## config.mk

```make
export PLATFORM = sky130hd
export DESIGN_NAME = irq_ctrl_cpu
export DESIGN_NICKNAME = d
export VERILOG_FILES = /design/src/rtl/irq_ctrl_cpu.sv
export SDC_FILE = /design/constraint.sdc
export NUM_CORES = 1
export LEC_CHECK = 0
export ABC_AREA = 1
export BUFFER_PORTS_ARGS = -buffer_cell sky130_fd_sc_hd__buf_2
export CAP_MARGIN = 25
export CORE_MARGIN = 2
export CORE_UTILIZATION = 50
export CTS_CLUSTER_SIZE = 10
export DETAILED_ROUTE_END_ITERATION = 7
export PLACE_DENSITY = 0.79
export RECOVER_POWER = 50
export SYNTH_ARGS = -nofsm -noshare
export SYNTH_HDL_FRONTEND = slang
export SYNTH_SLANG_ARGS = --single-unit
```

## constraint.sdc

```tcl
create_clock -name clk_i -period 2.5 [get_ports clk_i]
set_input_delay 0.25 -clock clk_i [delete_from_list [all_inputs] [get_ports clk_i]]
set_output_delay 0.25 -clock clk_i [all_outputs]
set_load 0.005 [all_outputs]
```

## src/rtl/irq_ctrl_cpu.sv

```systemverilog
// Memory-mapped interrupt controller: synchronizes raw request lines, latches
// pending bits (edge or level per source) and drives one level IRQ to the CPU.
module irq_ctrl_cpu #(
  parameter logic [31:0] BaseAddress     = 32'h0,
  parameter int unsigned address_width   = 16,
  parameter int unsigned data_width      = 32,
  parameter int unsigned NumSources      = 8,
  parameter int unsigned Address_Wording = 4
) (
  input  logic                     clk_i,
  input  logic                     reset_n_i,
  input  logic [address_width-1:0] address_i,
  input  logic [data_width-1:0]    data_i,
  input  logic                     rd_wr_i,
  output logic [data_width-1:0]    data_o,
  input  logic [NumSources-1:0]    irq_src_i,
  output logic                     irq_o
);

  localparam int unsigned NumRegs = 6;
  localparam logic [2:0] RegPending = 3'd0;
  localparam logic [2:0] RegEnable  = 3'd1;
  localparam logic [2:0] RegClear   = 3'd2;
  localparam logic [2:0] RegMode    = 3'd3;
  localparam logic [2:0] RegActive  = 3'd4;
  localparam logic [2:0] RegId      = 3'd5;

  logic [NumSources-1:0] sync1_q, sync2_q, hist_q;
  logic [NumSources-1:0] pending_q, enable_q, mode_q;
  logic [NumSources-1:0] pending_d, enable_d, mode_d;
  logic [NumSources-1:0] set_v, clr_mask, active_v;
  logic [data_width-1:0] rd_v, id_v;
  logic                  hit;
  logic [2:0]            idx;
  logic                  wr_en;
  logic                  unused_data;

  assign unused_data = ^data_i;

  // Address decode: exact match on one of the register slots
  always_comb begin
    hit = 1'b0;
    idx = 3'd0;
    for (int unsigned i = 0; i < NumRegs; i++) begin
      if (address_i == address_width'(BaseAddress + i * Address_Wording)) begin
        hit = 1'b1;
        idx = 3'(i);
      end
    end
  end

  assign wr_en    = rd_wr_i && hit;
  assign active_v = pending_q & enable_q;

  // Edge sources latch on synced 0->1, level sources every cycle while high
  assign set_v    = (mode_q & sync2_q & ~hist_q) | (~mode_q & sync2_q);
  assign clr_mask = (wr_en && idx == RegClear) ? data_i[NumSources-1:0] : '0;

  always_comb begin
    pending_d = (pending_q & ~clr_mask) | set_v;
    enable_d  = enable_q;
    mode_d    = mode_q;
    if (wr_en && idx == RegEnable) enable_d = data_i[NumSources-1:0];
    if (wr_en && idx == RegMode)   mode_d   = data_i[NumSources-1:0];
  end

  // Lowest-index active source, all ones when nothing is active
  always_comb begin
    id_v = '1;
    for (int i = int'(NumSources) - 1; i >= 0; i--) begin
      if (active_v[i]) id_v = data_width'(unsigned'(i));
    end
  end

  always_comb begin
    rd_v = '0;
    if (hit) begin
      case (idx)
        RegPending: rd_v = data_width'(pending_q);
        RegEnable:  rd_v = data_width'(enable_q);
        RegMode:    rd_v = data_width'(mode_q);
        RegActive:  rd_v = data_width'(active_v);
        RegId:      rd_v = id_v;
        default:    rd_v = '0;
      endcase
    end
  end

  always_ff @(posedge clk_i or negedge reset_n_i) begin
    if (!reset_n_i) begin
      sync1_q   <= '0;
      sync2_q   <= '0;
      hist_q    <= '0;
      pending_q <= '0;
      enable_q  <= '0;
      mode_q    <= '0;
      data_o    <= '0;
      irq_o     <= 1'b0;
    end else begin
      sync1_q   <= irq_src_i;
      sync2_q   <= sync1_q;
      hist_q    <= sync2_q;
      pending_q <= pending_d;
      enable_q  <= enable_d;
      mode_q    <= mode_d;
      data_o    <= rd_v;
      irq_o     <= |active_v;
    end
  end

endmodule

```

Yosys cells after proc, flatten, opt, wreduce, memory -nomap -nowiden
Index checks and enable logic that the tools add are counted.
{"block": "classes", "eq_ne": 10, "mux": 22, "bitwise_logic": 10, "n_reduce_logical": 7}
{"cell": "32-bit 2-to-1 mux", "n": 9}
{"cell": "32-bit one-hot mux with 5 select lines", "n": 1}
{"cell": "8-bit bitwise AND", "n": 5}
{"cell": "16-bit by 4-bit == test with 1-bit output, second input constant", "n": 2}
{"cell": "16-bit by 5-bit == test with 1-bit output, second input constant", "n": 2}
{"cell": "8-bit inverter", "n": 3}
{"cell": "16-bit by 3-bit == test with 1-bit output, second input constant", "n": 1}
{"cell": "16-bit logical NOT", "n": 1}
{"cell": "8-bit OR", "n": 2}
{"cell": "3-bit 2-to-1 mux", "n": 4}
{"cell": "8-bit 2-to-1 mux", "n": 1}
{"cell": "8-bit OR reduction", "n": 1}
{"cell": "1-bit 2-to-1 mux", "n": 7}
{"cell": "3-bit by 2-bit == test with 1-bit output, second input constant", "n": 2}
{"cell": "3-bit == test, second input constant", "n": 2}
{"cell": "1-bit logical AND", "n": 4}
{"cell": "3-bit by 1-bit == test with 1-bit output, second input constant", "n": 1}
{"cell": "3-bit logical NOT", "n": 1}
{"block": "word_totals", "regBits": 81, "input_bits": 59, "output_inout_bits": 33, "word_cells": 57}

Longest topological paths before layout
Gate-level depths: netlist of the first run.
{"block": "depth", "depth_word": 13, "ltp_mapped": 11, "ltp_nobuf": 11}

Least setup slack after synthesis of the first run
Ideal clock, no wire load.
{"block": "synth_timing", "path_kind": "input-to-reg", "from": "input address_i[15]", "to": "register mode_q[1]", "setup_time_ps": 117, "arrival_time_ps": 1223, "required_time_ps": 2383, "setup_slack_ps": 1160, "stages": 10, "n_path_buf": 2, "cell_sequence": "nor2_1 nand2_1 nor2_2 buf_6 nand2_2 inv_2 nand3_4 buf_6 nand2_1 o21ai_2"}
{"block": "synth_between", "elab_chain_cells": 9, "word_cells_on_any_way": 20, "cone_classes": "eq/ne: 6; mux: 11; reduce/logical: 3"}
{"element": "from (decl)", "line_no": "12", "text": "input logic [address_width-1:0] address_i,"}
{"element": "branches (longest 8 deep; another with 16-bit by 3-bit == test with 1-bit output)"}
{"element": "1-bit logical AND (*)", "line_no": "64", "text": "if (wr_en && idx == RegMode) mode_d = data_i[NumSources-1:0];"}
{"element": "to (signal assigned)", "line_no": "105", "text": "mode_q <= mode_d;"}
{"element": "to (decl)", "line_no": "29", "text": "logic [NumSources-1:0] pending_q, enable_q, mode_q;"}
Every way passes the cells marked *.
A chain may end at the register's enable or synchronous reset.

==> summary.md, run 1 <==
| Metric | Value |
|---|---|
| Max_cap viols | 1 |
| Final Hold Vio Count | 0 |
| Antenna violations before repair | 0 |
| Violated checks | capacitance limit, slew limit |
| Starting DRC count in detailed routing | 125 |
| Met3 track demand over resource in global routing | 4.943% |
| Synth Area in XOR/XNOR | 0% |
| First-pass detailed-route iteration total | 4 |
| Total of buffers placed on input and output ports | 67 |
| Most area-hungry cell type in the Yosys netlist | sky130_fd_sc_hd__dfrtp_1 |
| Wire length of the first global-routing pass | 8797 um |
| Maximum number of pins on one net before global-route repair | 32 |
| Clock insertion delay at the later pin of the skew report | 330 ps |
| RD Place Congestion | 0.7916 |
| Placement Cell Area | 0.002987 mm2 |
| Unique cell type count in the Yosys netlist | 21 |
| Core area | 0.005405 mm2 |
| Main area contributors after synthesis | sky130_fd_sc_hd__dfrtp_1 53%, sky130_fd_sc_hd__nand2_1 12%, sky130_fd_sc_hd__buf_4 6.3%, sky130_fd_sc_hd__nand3_1 4.7%, sky130_fd_sc_hd__o21ai_0 4.0% |
| CTS clk-pin slew, worst paths | 70 ps |
| Fraction of layout cells with a size suffix above 1 | 29.65% |
| Final critical delay including setup and external delays | 1832 ps |
| Number of vias per cell after detailed routing | 4.686 |
| Relative area change from synthesis to final layout | 15.17% |
| FP Rows | 27 |
| Number of instances in the synthesized netlist | 310 |
| Worst hold margin | 26.29 ps |
| Number of diodes added for antenna fixing | 0 |
| Most frequent cells in the layout | 86 x sky130_fd_sc_hd__nand2_1, 62 x sky130_fd_sc_hd__buf_2, 58 x sky130_fd_sc_hd__dfrtp_1 |
| Post-detailed-route wirelength per cell | 11.17 um |
| Endpoint class of the critical path | async pin |
| IR Drop Worst-Case VDD | 414.4 uV |
| DRC violations left | 0 |
| Busiest metal layer after global routing | met2 |
| Kind of launch point of the worst setup path | input pin |
| Highest attainable clock frequency | 0.5460 GHz |
| Synthesized net count | 369 |
| Mean instance size in the synthesized netlist | 8.884 um2 |
| Fraction of synthesized area in multiplexers | 0% |
| Number of slew-limit violations in the final report | 32 |
| Status | finished with violations |
| Leakage | 1.756 nW |
| Worst-case headroom to the max-slew limit | -5.386% |
| Post CTS Setup Buffer Count | 0 |
| Remaining Overflow, GRT | 0 |
| Num ports | 92 |
| Global-route met1 utilization | 22.22% |
| Final Setup Violations | 0 |
| CTS H-Tree Depth | 3 |
| Cell chosen for the clock root | sky130_fd_sc_hd__clkbuf_8 |
| Sequential share of the synthesized area | 52.70% |
| Data required time of the critical path | 3010 ps |
| Total routing resource utilization after global routing | 18.41% |
| Fin util | 58.68% |
| Die Footprint | 0.006118 mm2 |
| Layout net count | 425 |
| Period Utilization, post-route | 73.26% |
| Initial standard-cell utilization of the core | 50.95% |
| PnR Total Power | 0.001811 W |
| Routed vias | 2076 |
| Proportion of netlist area held by the largest area contributor | 52.70% |
| Synth Warn # | 0 |
| Total clock buffers created by CTS | 9 |
| Setup repair after global routing missed its margin | false |
| Compound-Gate Fraction of Synth Area | 8.451% |
| Worst clock skew | 8.933 ps |
| Total clock sinks | 58 |
| Critical path class | input pin to async pin |
| Met2 global-route usage | 31.64% |
| Vertical extent of the die | 78.22 um |
| Drt total wl | 4947 um |
| Leading cell type in the layout, fill and taps excluded | sky130_fd_sc_hd__nand2_1 |
| CP Max Fanout | 31 |
| Simple-gate portion of the synthesized area | 26.81% |
| Final instance area | 0.003172 mm2 |
| Residual antenna-violating net count after detailed routing | 0 |
| Clock tree from TritonCTS | built |
| Detailed-placement wirelength estimate | 3716 um |
| Total Negative Setup Slacks | 0 ps |
| Horiz. Die Dim | 78.22 um |
| Worst Tran Pin Value | 1581 ps |
| Vias in the first global route | 2045 |
| Adder-cell share of the synthesized area | 0% |
| Post-CTS Resized | 0 |
| Arrival @ worst endpoint | 2350 ps |
| Clock Path Buffers | 2 |
| Register bit total from synthesis | 58 |
| Post-synthesis instance area | 0.002754 mm2 |
| Min-delay worst type | input pin to flip-flop |
| Dominant combinational cell family by area after synthesis | simple AND/OR/NAND/NOR gates |
| Pwr per Cell Area | 570.8 mW/mm2 |
==> synthesized netlist by cell type, drive strengths merged <==
master	n
a21oi	7
nand3	27
nor3	1
buf	26
o21ai	32
inv	31
nand2	95
nor2	30
nand3b	1
nand4	2
dfrtp	58
==> final cells by class <==
cell class / instances / area, um2
clock buffer: 12 / 155.1
clock inverter: 4 / 26.28
fill: 511 / 2233
inverter: 31 / 116.4
multi-input combinational: 195 / 970.9
sequential: 58 / 1451
tap: 72 / 90.09
timing repair buffer: 71 / 361.6
==> worst paths after layout <==
check,from,to,slack [ps],cells after the start
hold / removal,irq_src_i[2],sync1_q[2],30,1
max in group clk_i,address_i[15],pending_q[0],1060,10
setup reg to reg,pending_q[2],data_o[7],1100,9
setup / recovery,reset_n_i,sync1_q[0],670,3
hold reg to reg,sync1_q[0],sync2_q[0],350,0
min in group asynchronous,reset_n_i,data_o[6],860,2
==> critical path, stage by stage <==
cell                            delay, ps
sky130_fd_sc_hd__dlygate4sd3_1        520
sky130_fd_sc_hd__clkbuf_1            1140
sky130_fd_sc_hd__buf_4                410
==> registers in the layout, indices dropped and copies added, names as in the netlist <==
| register | cells |
|---|---|
| data_o | 9 |
| enable_q | 8 |
| hist_q | 8 |
| irq_o | 1 |
| mode_q | 8 |
| pending_q | 8 |
| sync1_q | 8 |
| sync2_q | 8 |
==> routing by layer <==
metal  vias up  part of all wire, %  routed length [um]
met1       937                   45                2238
met4         0                 0.57                  28
met5         -                    0                   0
li1       1078                    -                   -
met3         4                  5.1                 254
met2        57                   49                2425
==> cells by family (layout without fill, tap and decap cells) <==
family / after synthesis / count (layout)
and+or+nand+nor: 156 / 156
AOI/OAI and AO/OA: 39 / 39
buffers and inverters: 57 / 118
DFF: 58 / 58
==> stage by stage <==
step           std cells  worst slack (ps)
6_report             443             668.4
5_1_grt              443             414.6
4_1_cts              443              1034
3_5_place_dp         426             687.9
3_3_place_gp         426             750.7
2_1_floorplan        310              1160
==> power breakdown <==
group          internal (W)  total (W)  switching [W]
clock              0.000412   0.000771       0.000359
combinational     0.0000288  0.0000748      0.0000460
sequential         0.000958   0.000964     0.00000631
total               0.00140    0.00181       0.000412
==> timing repair <==
action	in CTS	in global routing
endpoints found under the hold margin	29	0
endpoints found under the setup margin	0	0
hold buffers	1	0
Power figures use the tool's default switching activity.
==> run 2, diff against run 1 <==
==> constraint.sdc (replaced) <==
create_clock -name clk_i -period 1.8 [get_ports clk_i]
set_input_delay 0.18 -clock clk_i [delete_from_list [all_inputs] [get_ports clk_i]]
set_output_delay 0.18 -clock clk_i [all_outputs]
set_load 0.005 [all_outputs]
==> run 2 against run 1 <==
Against the previous run: the run now ends clean; non-clock buffer count grew 7; cell count rose by 1.4%; global-route usage increased by 0.36 points; via count rose by 3.4%; sequential power rose by 39%; clock power grew 35%; first-iteration DRC count up 28%; clock-buffer cell count grew 1; register-to-register slack got worse by 690 ps.
==> summary.md, run 2 (synthesized netlist as in run 1, its figures left out) <==
| Metric | Value |
|---|---|
| Layout net count | 432 |
| Final critical delay including setup and external delays | 1385 ps |
| Number of inserted filler cells in the final layout | 461 |
| Period Utilization, post-route | 76.96% |
| CTS H-Tree Depth | 3 |
| Final Setup Violations | 0 |
| IR Drop Worst-Case VDD | 598.5 uV |
| Number of vias per cell after detailed routing | 4.782 |
| Wire length of the first global-routing pass | 8832 um |
| Final Hold Vio Count | 0 |
| Hold endpoint | enable_q[0] |
| Maximum number of pins on one net before global-route repair | 51 |
| Setup repair after global routing missed its margin | false |
| Worst-case headroom to the max-slew limit | 57.06% |
| CTS clk-pin slew, worst paths | 60 ps |
| Leakage | 1.795 nW |
| Remaining Overflow, GRT | 0 |
| Number of flip-flops under the largest register name | 9 |
| Most used cell along the critical path | sky130_fd_sc_hd__nand2_1 |
| Total Negative Setup Slacks | 0 ps |
| CP Max Fanout | 5 |
| Post-detailed-route wirelength per cell | 11.10 um |
| Cell depth of the worst min-delay path | 3 |
| Antenna violations before repair | 0 |
| Min-delay worst type | input pin to flip-flop |
| Clock Path Buffers | 2 |
| Residual antenna-violating net count after detailed routing | 0 |
| Clock insertion delay at the later pin of the skew report | 330 ps |
| Relative area change from synthesis to final layout | 17.63% |
| Pwr per Cell Area | 770.6 mW/mm2 |
| Leading cell type in the layout, fill and taps excluded | sky130_fd_sc_hd__nand2_1 |
| Cells on worst reg2reg path | 9 |
| Starting DRC count in detailed routing | 160 |
| Worst Tran Pin Value | 644.1 ps |
| Reg2Reg Capture Point | data_o[3] |
| First-pass detailed-route iteration total | 4 |
| Final instance area | 0.003239 mm2 |
| Total routing resource utilization after global routing | 18.76% |
| Arrival @ worst endpoint | 1630 ps |
| Crit-path slowest cell | sky130_fd_sc_hd__dfrtp_1 |
| Register Area | 0.001451 mm2 |
| Endpoint class of the critical path | flip-flop |
| Largest register by flop count | data_o |
| Cell chosen for the clock root | sky130_fd_sc_hd__clkbuf_8 |
| Core area | 0.005405 mm2 |
| Area of the multi-input gates | 970.9 um2 |
| Post CTS Setup Buffer Count | 0 |
| Highest attainable clock frequency | 0.7219 GHz |
| Status | completed |
| Clock tree from TritonCTS | built |
| Critical Path, Cell by Cell | nand2_1, nand2_1, inv_1, nand2_1, nor2_1, nand2_2, nand2_1, nor2_1, a21oi_1 |
| Slowest cell delay on critical path | 420 ps |
| Vias in the first global route | 1997 |
| Detailed-placement wirelength estimate | 3644 um |
| Horiz. Die Dim | 78.22 um |
| Data required time of the critical path | 2050 ps |
| Kind of launch point of the worst setup path | flip-flop |
| DRC violations left | 0 |
| Die Footprint | 0.006118 mm2 |
| Critical path class | flip-flop to flip-flop |
| Total clock buffers created by CTS | 9 |
| RD Place Congestion | 0.8056 |
| Number of diodes added for antenna fixing | 0 |
| Total of buffers placed on input and output ports | 67 |
| Initial standard-cell utilization of the core | 50.95% |
| Startpoint of the most critical register-to-register path | pending_q[2] |
| Placement Cell Area | 0.002992 mm2 |
| Start point of the worst min-delay path | data_i[0] |
| Vertical extent of the die | 78.22 um |
| FP Rows | 27 |
| Num ports | 92 |
| Worst reg-to-reg setup slack | 410 ps |
| Number of slew-limit violations in the final report | 0 |
| Most frequent cells in the layout | 86 x sky130_fd_sc_hd__nand2_1, 66 x sky130_fd_sc_hd__buf_2, 58 x sky130_fd_sc_hd__dfrtp_1 |
| Max_cap viols | 0 |
| Worst clock skew | 5.244 ps |
| Fraction of layout cells with a size suffix above 1 | 29.44% |
| Drt total wl | 4983 um |
| Routed vias | 2147 |
| Total clock sinks | 58 |
==> run 2: cell count changes in the layout (fill, tap and decap cells not counted), sizes merged <==
cell         previous run  this run
dlygate4sd3             1         9
buf                    65        67
clkbuf                 17        15
clkinv                  3         1
==> run 2: stage by stage <==
| step | util (%) | hold WS [ps] | setup WS, ps | total power [W] | cells |
|---|---|---|---|---|---|
| 2_1_floorplan | - | -115.6 | 529.6 | 0.001390 | 310 |
| 3_3_place_gp | 55.35 | 46.76 | 182.0 | 0.001465 | 425 |
| 3_5_place_dp | 55.35 | 46.27 | 121.5 | 0.001470 | 425 |
| 4_1_cts | 60.19 | 62.72 | 416.8 | 0.002530 | 449 |
| 5_1_grt | 59.93 | 76.94 | 216.5 | 0.002592 | 449 |
| 6_report | 59.93 | 73.19 | 414.8 | 0.002496 | 449 |
==> run 2: how the worst max path moves through the flow <==
stage,depth (start not counted),end,start,slack [ps]
detailed placement,10,pending_q[3],address_i[13],120
finish,9,data_o[3],pending_q[2],410
global placement,9,pending_q[7],address_i[15],180
CTS,9,data_o[7],pending_q[2],420
floorplan,10,mode_q[1],address_i[15],530
global route,9,pending_q[3],address_i[11],220
==> run 2: what timing repair did <==
| action | in CTS | in global routing |
|---|---|---|
| gates resized for setup | 0 | 0 |
| hold buffers | 9 | 0 |
| hold endpoints to repair | 25 | 0 |
==> run 2: area by class of cell <==
type                       instances  share of cell area, %
sequential                        58                  44.80
clock inverter                     2                 0.3862
clock buffer                      13                  4.905
inverter                          31                  3.592
timing repair buffer              78                  13.56
multi-input combinational        195                  29.97
tap                               72                  2.781
==> run 2: where the power goes <==
group	leakage [nW]	switching, W	internal (W)
registers	0.671	0.00000820	0.00133
clock network	0.0855	0.000477	0.000565
logic	1.04	0.0000654	0.0000495
==> run 2: critical path, delay by kind of cell (launching register included) <==
kind / cells / cell delay, ps
buf+inv: 1 / 80
flops: 1 / 420
compound gates: 1 / 150
simple gates: 7 / 650
==> run 2: routing by layer <==
metal  vias to the layer above  track usage [%]  wire [um]
met4                         0            11.75        136
met2                        77            30.69       2405
met5                         -                0          0
li1                       1086                -          -
met3                        14            3.563        315
met1                       970            22.95       2125
